`src/rtl/seg_pkg.sv`:
```
// Shared definitions for the seven-segment display path.
// Used by the hex digit scanner and by the decoder wrapper downstream.
//   DIGIT_W      : width of one hex digit (decoder SW[3:0] input)
//   BLANK_NIBBLE : digit value that is eligible for leading-zero blanking
//   safe_clog2   : counter width helper that never returns 0
package seg_pkg;

  localparam int unsigned DIGIT_W = 4;

  localparam logic [DIGIT_W-1:0] BLANK_NIBBLE = '0;

  // $clog2 yields 0 for n <= 1, which would produce zero-width counters.
  function automatic int unsigned safe_clog2(input int unsigned n);
    return (n < 2) ? 1 : $clog2(n);
  endfunction

endpackage

```
`src/rtl/hex_digit_scanner_if.sv`:
```
// Load/display bundle of the hex digit scanner.
//   load       : single-cycle strobe, captures value into the shadow register
//   value      : DIGITS hex digits, digit i = value[4i+3:4i]
//   nibble     : digit currently scanned, to the decoder
//   digit_en   : one-hot digit select
//   blank      : force decoder output off for this slot
//   pending    : shadow holds a value not yet committed
//   frame_done : one-cycle pulse at each frame wrap
// master = load source / display consumer, slave = scanner.
interface hex_digit_scanner_if #(
  parameter int unsigned DIGITS = 4
);
  import seg_pkg::*;

  logic                        load;
  logic [DIGIT_W*DIGITS-1:0]   value;
  logic [DIGIT_W-1:0]          nibble;
  logic [DIGITS-1:0]           digit_en;
  logic                        blank;
  logic                        pending;
  logic                        frame_done;

  modport master (
    output load, value,
    input  nibble, digit_en, blank, pending, frame_done
  );

  modport slave (
    input  load, value,
    output nibble, digit_en, blank, pending, frame_done
  );

endinterface

```
`src/rtl/scan_tick_gen.sv`:
```
// Scan-rate divider: asserts tick for one cycle every SCAN_DIV clocks.
//   clock : system clock
//   reset : synchronous, active-high; restarts the count at 0
//   tick  : high while div_cnt == SCAN_DIV-1
module scan_tick_gen
  import seg_pkg::*;
#(
  parameter int unsigned SCAN_DIV = 50000
) (
  input  logic clock,
  input  logic reset,
  output logic tick
);

  localparam int unsigned     CW   = safe_clog2(SCAN_DIV);
  localparam logic [CW-1:0]   LAST = CW'(SCAN_DIV - 1);

  logic [CW-1:0] div_cnt;

  always_ff @(posedge clock) begin
    if (reset) begin
      div_cnt <= '0;
    end else if (tick) begin
      div_cnt <= '0;
    end else begin
      div_cnt <= div_cnt + CW'(1);
    end
  end

  assign tick = (div_cnt == LAST);

endmodule

```
`src/rtl/hex_digit_scanner.sv`:
```
// Time-multiplexes a DIGITS-wide hex value onto one shared 4-bit decoder.
// New values land in a shadow register and are committed to the displayed
// register only at a frame wrap, so one frame never mixes old and new digits.
//   clock, reset : system clock, synchronous active-high reset
//   bus (slave)  : load/value in; nibble, digit_en, blank, pending,
//                  frame_done out (all registered, no path from load/value)
module hex_digit_scanner
  import seg_pkg::*;
#(
  parameter int unsigned DIGITS        = 4,
  parameter int unsigned SCAN_DIV      = 50000,
  parameter bit          BLANK_LEADING = 1'b1
) (
  input  logic                clock,
  input  logic                reset,
  hex_digit_scanner_if.slave  bus
);

  localparam int unsigned   IW       = safe_clog2(DIGITS);
  localparam logic [IW-1:0] LAST_IDX = IW'(DIGITS - 1);
  localparam int unsigned   VW       = DIGIT_W * DIGITS;

  logic          tick;
  logic          wrap;
  logic [IW-1:0] idx;
  logic [VW-1:0] active;
  logic [VW-1:0] shadow;
  logic          pending;
  logic          frame_done;
  logic          upper_zero;

  scan_tick_gen #(
    .SCAN_DIV (SCAN_DIV)
  ) u_tick (
    .clock (clock),
    .reset (reset),
    .tick  (tick)
  );

  assign wrap = tick && (idx == LAST_IDX);

  always_ff @(posedge clock) begin
    if (reset) begin
      idx        <= '0;
      active     <= '0;
      shadow     <= '0;
      pending    <= 1'b0;
      frame_done <= 1'b0;
    end else begin
      frame_done <= wrap;
      if (tick) begin
        idx <= (idx == LAST_IDX) ? '0 : idx + IW'(1);
      end
      if (wrap && pending) begin
        active  <= shadow;
        pending <= 1'b0;
      end
      // A load coinciding with a commit wins the pending flag: the old shadow
      // is committed and the freshly captured value waits for the next frame.
      if (bus.load) begin
        shadow  <= bus.value;
        pending <= 1'b1;
      end
    end
  end

  // Leading-zero test: the current digit and every higher digit are zero.
  always_comb begin
    upper_zero = 1'b1;
    for (int unsigned i = 0; i < DIGITS; i++) begin
      if ((i >= 32'(idx)) && (active[i*DIGIT_W +: DIGIT_W] != BLANK_NIBBLE)) begin
        upper_zero = 1'b0;
      end
    end
  end

  assign bus.nibble     = active[idx*DIGIT_W +: DIGIT_W];
  assign bus.digit_en   = DIGITS'(1) << idx;
  assign bus.blank      = BLANK_LEADING && (idx != '0) && upper_zero;
  assign bus.pending    = pending;
  assign bus.frame_done = frame_done;

endmodule
```
`src/flat_wrapper.sv`:
```
// flat-port wrapper written by rule: the top's interface ports become plain ports
module hex_digit_scanner_flat import seg_pkg::*;
#(
  parameter int unsigned DIGITS        = 4,
  parameter int unsigned SCAN_DIV      = 50000,
  parameter bit          BLANK_LEADING = 1'b1
)
  (clock, reset, bus_load, bus_value, bus_nibble, bus_digit_en, bus_blank, bus_pending, bus_frame_done);
  hex_digit_scanner_if #(.DIGITS(DIGITS)) bus_i ();
  input  logic clock;
  input  logic reset;
  input wire logic [$bits(bus_i.load)-1:0] bus_load;
  input wire logic [$bits(bus_i.value)-1:0] bus_value;
  output wire logic [$bits(bus_i.nibble)-1:0] bus_nibble;
  output wire logic [$bits(bus_i.digit_en)-1:0] bus_digit_en;
  output wire logic [$bits(bus_i.blank)-1:0] bus_blank;
  output wire logic [$bits(bus_i.pending)-1:0] bus_pending;
  output wire logic [$bits(bus_i.frame_done)-1:0] bus_frame_done;
  assign bus_i.load = bus_load;
  assign bus_i.value = bus_value;
  assign bus_nibble = bus_i.nibble;
  assign bus_digit_en = bus_i.digit_en;
  assign bus_blank = bus_i.blank;
  assign bus_pending = bus_i.pending;
  assign bus_frame_done = bus_i.frame_done;
  hex_digit_scanner #(.DIGITS(DIGITS), .SCAN_DIV(SCAN_DIV), .BLANK_LEADING(BLANK_LEADING)) u_core (.clock(clock), .reset(reset), .bus(bus_i));
endmodule
```
`config.mk`:
```
export PLATFORM = sky130hd
export DESIGN_NAME = hex_digit_scanner_flat
export DESIGN_NICKNAME = d
export VERILOG_FILES = /design/src/rtl/seg_pkg.sv /design/src/rtl/hex_digit_scanner_if.sv /design/src/rtl/scan_tick_gen.sv /design/src/rtl/hex_digit_scanner.sv /design/src/flat_wrapper.sv
export SDC_FILE = /design/constraint.sdc
export NUM_CORES = 1
export LEC_CHECK = 0
export CAP_MARGIN = 10
export CORE_MARGIN = 2
export CORE_UTILIZATION = 32
export CTS_CLUSTER_DIAMETER = 100
export DETAILED_ROUTE_END_ITERATION = 10
export PLACE_DENSITY = 0.58
export SYNTH_ARGS = -nofsm -noshare
export SYNTH_HDL_FRONTEND = slang
export SYNTH_SLANG_ARGS = --single-unit
```
`constraint.sdc`:
```
create_clock -name clock -period 2.5 [get_ports clock]
set_input_delay 0.75 -clock clock [delete_from_list [all_inputs] [get_ports clock]]
set_output_delay 0.75 -clock clock [all_outputs]
set_load 0.1 [all_outputs]
```
==> results.json, run 1 <==
{
  "grt_pass1_vias": 1617,
  "cts_buffers": 5,
  "crit_type": "reg2out",
  "ir_worst_vdd_mv": 0.188,
  "synth-main-ff-cell": "dfxtp_1",
  "yosys.area.top_type_share": 0.443,
  "synthCells": 237,
  "hold_class": "reg2reg",
  "syn_area_per_cell_um2": 9.92,
  "root_buffer": "clkbuf_8",
  "yosysMostFrequentCell": "dfxtp_1",
  "seq_area_frac_synth": 0.443,
  "crit_path_max_fanout": 2,
  "synth_warnings": 0,
  "post-route-period-util": 0.979,
  "grt_antenna_before_repair": 0,
  "synth_nets": 262,
  "tightest_slew_ns": 0.323,
  "startpoint_type": "register",
  "nFillCells": 720,
  "die_area_um2": 8050,
  "critPathCaptureType": "output port",
  "cp.required_ns": 1.75,
  "drive_gt1_frac": 0.157,
  "setup_tns_ns": 0,
  "rr_startpoint": "u_core.u_tick.div_cnt[8]$_SDFF_PP0_",
  "post_drt_wl_per_cell_um": 11.5,
  "grt-ovfl-total": 0,
  "hold_viol": 0,
  "power_density_nw_per_um2": 484,
  "dr.pass1.iters": 3,
  "clkLatencyLatePin_ns": 0.30,
  "layout.area.seq_um2": 1040,
  "htreeDepth": 2,
  "nets": 291,
  "io-pin-count": 30,
  "fin_worst_skew_ns": 0.0119,
  "routed_wl_mm": 4.22,
  "synth_seq_cells": 52,
  "vias": 1621,
  "maxCapViolCount": 0,
  "place_congestion": 0.756,
  "worstPathArrival_ns": 1.70,
  "synth_edf_count": 0,
  "cts_tree": "done",
  "max_slew_margin": 0.783,
  "async_flop_share": 0,
  "final_util": 0.413,
  "min-delay-start": "u_core.shadow[9]$_SDFFE_PP0P_",
  "startpoint": "u_core.idx[0]$_SDFFE_PP0N_",
  "dp_hpwl_mm": 2.99,
  "period_needed_ns": 2.45,
  "clockBufferDepth": 2,
  "ys_top_cells_by_count": "52 x dfxtp_1, 42 x nor2_1, 34 x mux2i_1",
  "die_h_um": 89.7,
  "synth_area_um2": 2350,
  "drtIter0Drc": 38,
  "grt_max_degree": 54,
  "rsz0062_at_grt": "yes",
  "synth_cell_types": 28,
  "path_clk_slew_ns": 0.10,
  "setup_viol": 0,
  "fmax_mhz": 408,
  "multi_input_area_um2": 1230,
  "ys_top_cells_by_area": "dfxtp_1 44%, mux2i_1 14%, nand2b_1 8.5%",
  "rows": 31,
  "start_util": 0.328,
  "ant_nets": 0,
  "drc_errors": 0,
  "r2r_cells": 5,
  "grt_use_total": 0.116,
  "dieWidth_um": 89.7,
  "clock_sinks": 52,
  "viasPerCell": 4.43,
  "synth_top_cell_by_area": "dfxtp_1",
  "area_delta_synth_final_pct": 26.0,
  "diodes": 0,
  "grt_pass1_wl_mm": 7.76,
  "io_buffers": 29,
  "p_leak_nw": 1.06,
  "status": "finished clean",
  "hold_depth": 2,
  "coreArea_um2": 7180,
  "hold-worst-slack_ns": 0.476,
  "slew_viol_final": 0
}
cells by family (layout without fill, tap and decap cells):
kind of cell	after synthesis	in the layout	share of synthesized area
AOI/OAI and AO/OA	2	2	0.00585
xor gates and xnor gates	14	14	0.0522
adders and majority gates	6	6	0.0319
buffers and inverters	22	52	0.0468
DFF	52	52	0.443
muxes	38	38	0.183
and+or+nand+nor	103	103	0.237
final cells by class:
cell class / instances / share of cell area
clock buffer: 5 / 0.0232
clock inverter: 3 / 0.00633
inverter: 8 / 0.0101
multi-input combinational: 163 / 0.416
sequential: 52 / 0.352
tap: 99 / 0.0418
timing repair buffer: 36 / 0.150
path summary, 6_finish.rpt:
path	endpoint	slack, ns
hold reg to reg	u_core.active[9]$_SDFFE_PP0P_	0.48
setup / recovery	bus_blank	0.05
setup reg to reg	u_core.active[12]$_SDFFE_PP0P_	0.56
hold / removal	u_core.active[9]$_SDFFE_PP0P_	0.48
layout by cell type, fill, tap and decap left out:
master and instances:
ha_2 1, nor4_4 2, or4bb_1 1, nor2_1 42, clkdlybuf4s50_1 18, or4b_4 1
buf_12 10, nor3_1 3, nand4_1 3, mux4_2 4, and3_1 1, clkinv_4 1
or2_2 1, dfxtp_2 2, nor4_1 6, nand2_1 3, buf_4 7, dfxtp_1 50
or4bb_4 1, mux2i_1 34, xnor2_1 13, xor2_1 1, ha_1 4, or4_4 1
inv_1 6, buf_6 1, clkbuf_8 5, inv_2 2, ha_4 1, a21oi_1 1
a311oi_1 1, nand3_1 6, clkinv_2 2, nand2b_1 32
where the power goes:
part	internal (W)	total, W	switching (W)
combinational	0.0000594	0.000106	0.0000468
sequential	0.000848	0.000860	0.0000122
clock	0.000196	0.000467	0.000272
total	0.00110	0.00143	0.000331
through the flow:
stage	setup WS (ns)	area, um^2	cells	total power, W
after floorplan	-0.657	2400	237	0.000944
after global placement	0.222	2870	358	0.000987
after detailed placement	0.224	2870	358	0.000988
after CTS	0.00362	2960	366	0.00147
after global routing	-0.0410	2960	366	0.00151
final	0.0518	2960	366	0.00143
critical path, cell delays in order (launching register included):
cell,delay (ns)
dfxtp_2,0.35
inv_2,0.05
ha_4,0.16
or4_4,0.43
nor4_4,0.19
buf_12,0.21
state kept, by name, summed over array words and instances, names as in the netlist:
name and cells:
u_core.u_tick.div_cnt 16, u_core.idx 2, u_core.active 16, u_core.shadow 16
u_core.bus.pending 1, u_core.bus.frame_done 1
repair_timing:
item | 4_1_cts | 5_1_grt
setup endpoints to repair | 1 | 1
hold buffers | 0 | 0
pin swaps | 1 | 0
buffers inserted | 0 | 0
resized for setup | 0 | 3
layer usage:
layer | part of all wire | vias up | GRT usage
li1 | - | 854 | -
met5 | 0 | - | 0
met3 | 0.034 | 5 | 0.0319
met2 | 0.48 | 18 | 0.199
met4 | 0.015 | 0 | 0.0397
met1 | 0.47 | 744 | 0.140
(Power assumes the default switching activity.)
==> run 2, diff against run 1 <==
- CORE_ASPECT_RATIO: not set -> 2
- CORE_UTILIZATION: 32 -> 50
- PLACE_DENSITY: 0.58 -> 0.8
==> run 2 against run 1 <==
Worst hold slack lost 0.0014 ns. Worst setup slack lost 0.013 ns. Critical path depth is the same. Flip-flop and latch count is the same. Maximum frequency shrank 0.51%. First-iteration DRC count shrank 18%. Design area shrank 1.1%. Die area shrank 34%. Clock skew shrank 0.0054 ns. Power grew 6.1%. Largest cell class unchanged. Highest routed layer unchanged.
==> results.json, run 2 (synthesis gave the netlist of run 1 again) <==
{
  "setup_viol": 0,
  "htreeDepth": 2,
  "die_h_um": 101,
  "dieWidth_um": 52.5,
  "tightest_slew_ns": 0.333,
  "power_density_nw_per_um2": 519,
  "fmax_mhz": 406,
  "place_ws_ns": 0.207,
  "cpMaxStageDelayCell": "or4_4",
  "grt_pass1_vias": 1716,
  "grt_pass1_wl_mm": 7.59,
  "die_area_um2": 5300,
  "rr_startpoint": "u_core.u_tick.div_cnt[8]$_SDFF_PP0_",
  "slew_viol_final": 0,
  "crit_type": "reg2out",
  "clkPwrFrac": 0.364,
  "dp_hpwl_mm": 3.35,
  "critPathTopFamily": "simple AND/OR/NAND/NOR gates",
  "drc_errors": 0,
  "drive_gt1_frac": 0.157,
  "slowest_delay_ns": 0.43,
  "root_buffer": "clkbuf_8",
  "viasPerCell": 5.19,
  "maxCapViolCount": 0,
  "cp-endpoint": "bus_blank",
  "io-pin-count": 30,
  "clockBufferDepth": 2,
  "cp.required_ns": 1.75,
  "rrSetupSlack_ns": 0.53,
  "nFillCells": 380,
  "crit_cells": 5,
  "r2r_cells": 5,
  "rr_endpoint": "u_core.active[3]$_SDFFE_PP0P_",
  "fin_ws_ns": 0.0392,
  "nets": 292,
  "hold_viol": 0,
  "grt_use_total": 0.189,
  "vias": 1676,
  "diodes": 0,
  "start_util": 0.516,
  "grt_max_degree": 35,
  "cts_tree": "done",
  "p_leak_nw": 1.07,
  "period_needed_ns": 2.46,
  "clkLatencyLatePin_ns": 0.29,
  "switching_share": 0.209,
  "crit_path_max_fanout": 2,
  "place_area_um2": 2810,
  "post-route-period-util": 0.984,
  "startpoint_type": "register",
  "critPathCaptureType": "output port",
  "io_buffers": 29,
  "p_comb_frac": 0.070,
  "hold_class": "reg2reg",
  "p_seq_frac": 0.566,
  "hold_depth": 2,
  "area_delta_synth_final_pct": 24.7,
  "grt_antenna_before_repair": 0,
  "mostFrequentLayoutCells": "50 x dfxtp_1, 42 x nor2_1, 34 x mux2i_1",
  "drtIter0Drc": 31,
  "max_slew_margin": 0.776,
  "internal_power_w": 0.00120,
  "reg.largest.list": "u_core.active x16, u_core.shadow x16, u_core.u_tick.div_cnt x16",
  "startpoint": "u_core.idx[1]$_SDFFE_PP0N_",
  "critical_path_buf_inv_count": 2,
  "final_common_cell": "dfxtp_1",
  "grt-ovfl-total": 0,
  "switchingPower_w": 0.000318,
  "coreArea_um2": 4550,
  "ant_nets": 0,
  "worstPathArrival_ns": 1.71,
  "ir_worst_vdd_mv": 0.454,
  "status": "finished clean",
  "hold-worst-slack_ns": 0.475,
  "routed_wl_mm": 4.44,
  "total_power_w": 0.00152,
  "path_clk_slew_ns": 0.09,
  "place_congestion": 0.766,
  "dr.pass1.iters": 4,
  "fin_worst_skew_ns": 0.00641,
  "cts_buffers": 5,
  "setup_tns_ns": 0,
  "rows": 35,
  "clock_sinks": 52,
  "post_drt_wl_per_cell_um": 13.7,
  "postLayoutCellArea_um2": 2930,
  "worstPathCellList": "inv_4, ha_4, or4_4, nor4_4, buf_12",
  "rsz0062_at_grt": "yes"
}
## run 2: worst min-delay path: stages (launching register included)
cell and delay (ns):
dfxtp_1 0.32, nand2b_1 0.06, mux2i_1 0.06
## run 2: through the flow
step,instances,utilization
2_1_floorplan,237,-
3_3_place_gp,315,0.617
3_5_place_dp,315,0.617
4_1_cts,323,0.641
5_1_grt,323,0.644
6_report,323,0.644
## run 2: how the worst min path moves through the flow
stage | start | end | slack (ns)
after floorplan | u_core.u_tick.div_cnt[0]$_SDFF_PP0_ | u_core.u_tick.div_cnt[0]$_SDFF_PP0_ | 0.43
after global placement | u_core.u_tick.div_cnt[0]$_SDFF_PP0_ | u_core.u_tick.div_cnt[0]$_SDFF_PP0_ | 0.44
after detailed placement | u_core.shadow[1]$_SDFFE_PP0P_ | u_core.active[1]$_SDFFE_PP0P_ | 0.47
after CTS | u_core.shadow[14]$_SDFFE_PP0P_ | u_core.active[14]$_SDFFE_PP0P_ | 0.48
after global routing | u_core.shadow[14]$_SDFFE_PP0P_ | u_core.active[14]$_SDFFE_PP0P_ | 0.50
final | u_core.shadow[14]$_SDFFE_PP0P_ | u_core.active[14]$_SDFFE_PP0P_ | 0.47
## run 2: cell type report
class	instances	area [um^2]	share of cell area
Inverter	8	32.5	0.0111
Tap cell	55	68.8	0.0235
Clock buffer	6	72.6	0.0248
Multi-Input combinational cell	163	1240	0.424
Timing Repair Buffer	37	435	0.149
Clock inverter	2	35.0	0.0120
Sequential cell	52	1040	0.356
## run 2: power groups by stage
stage | logic, W | clock network (W) | registers (W)
6_report | 0.000107 | 0.000554 | 0.000861
5_1_grt | 0.000118 | 0.000597 | 0.000864
4_1_cts | 0.000109 | 0.000577 | 0.000861
3_5_place_dp | 0.000109 | 0 | 0.000880
3_3_place_gp | 0.000106 | 0 | 0.000879
2_1_floorplan | 0.0000593 | 0 | 0.000885
## run 2: metal layers
metal	vias up	track usage	routed length (um)	share of wire
li1	847	-	-	-
met1	799	0.198	1660	0.37
met2	22	0.351	2580	0.58
met3	8	0.0252	90	0.020
met4	0	0.0888	110	0.025
met5	-	0	0	0
## run 2: what timing repair did
action | in CTS | in global routing
buffers inserted | 0 | 0
resized for setup | 0 | 4
gates cloned | 0 | 0
pin swaps | 1 | 0
setup endpoints to repair | 1 | 1
hold buffers | 0 | 0
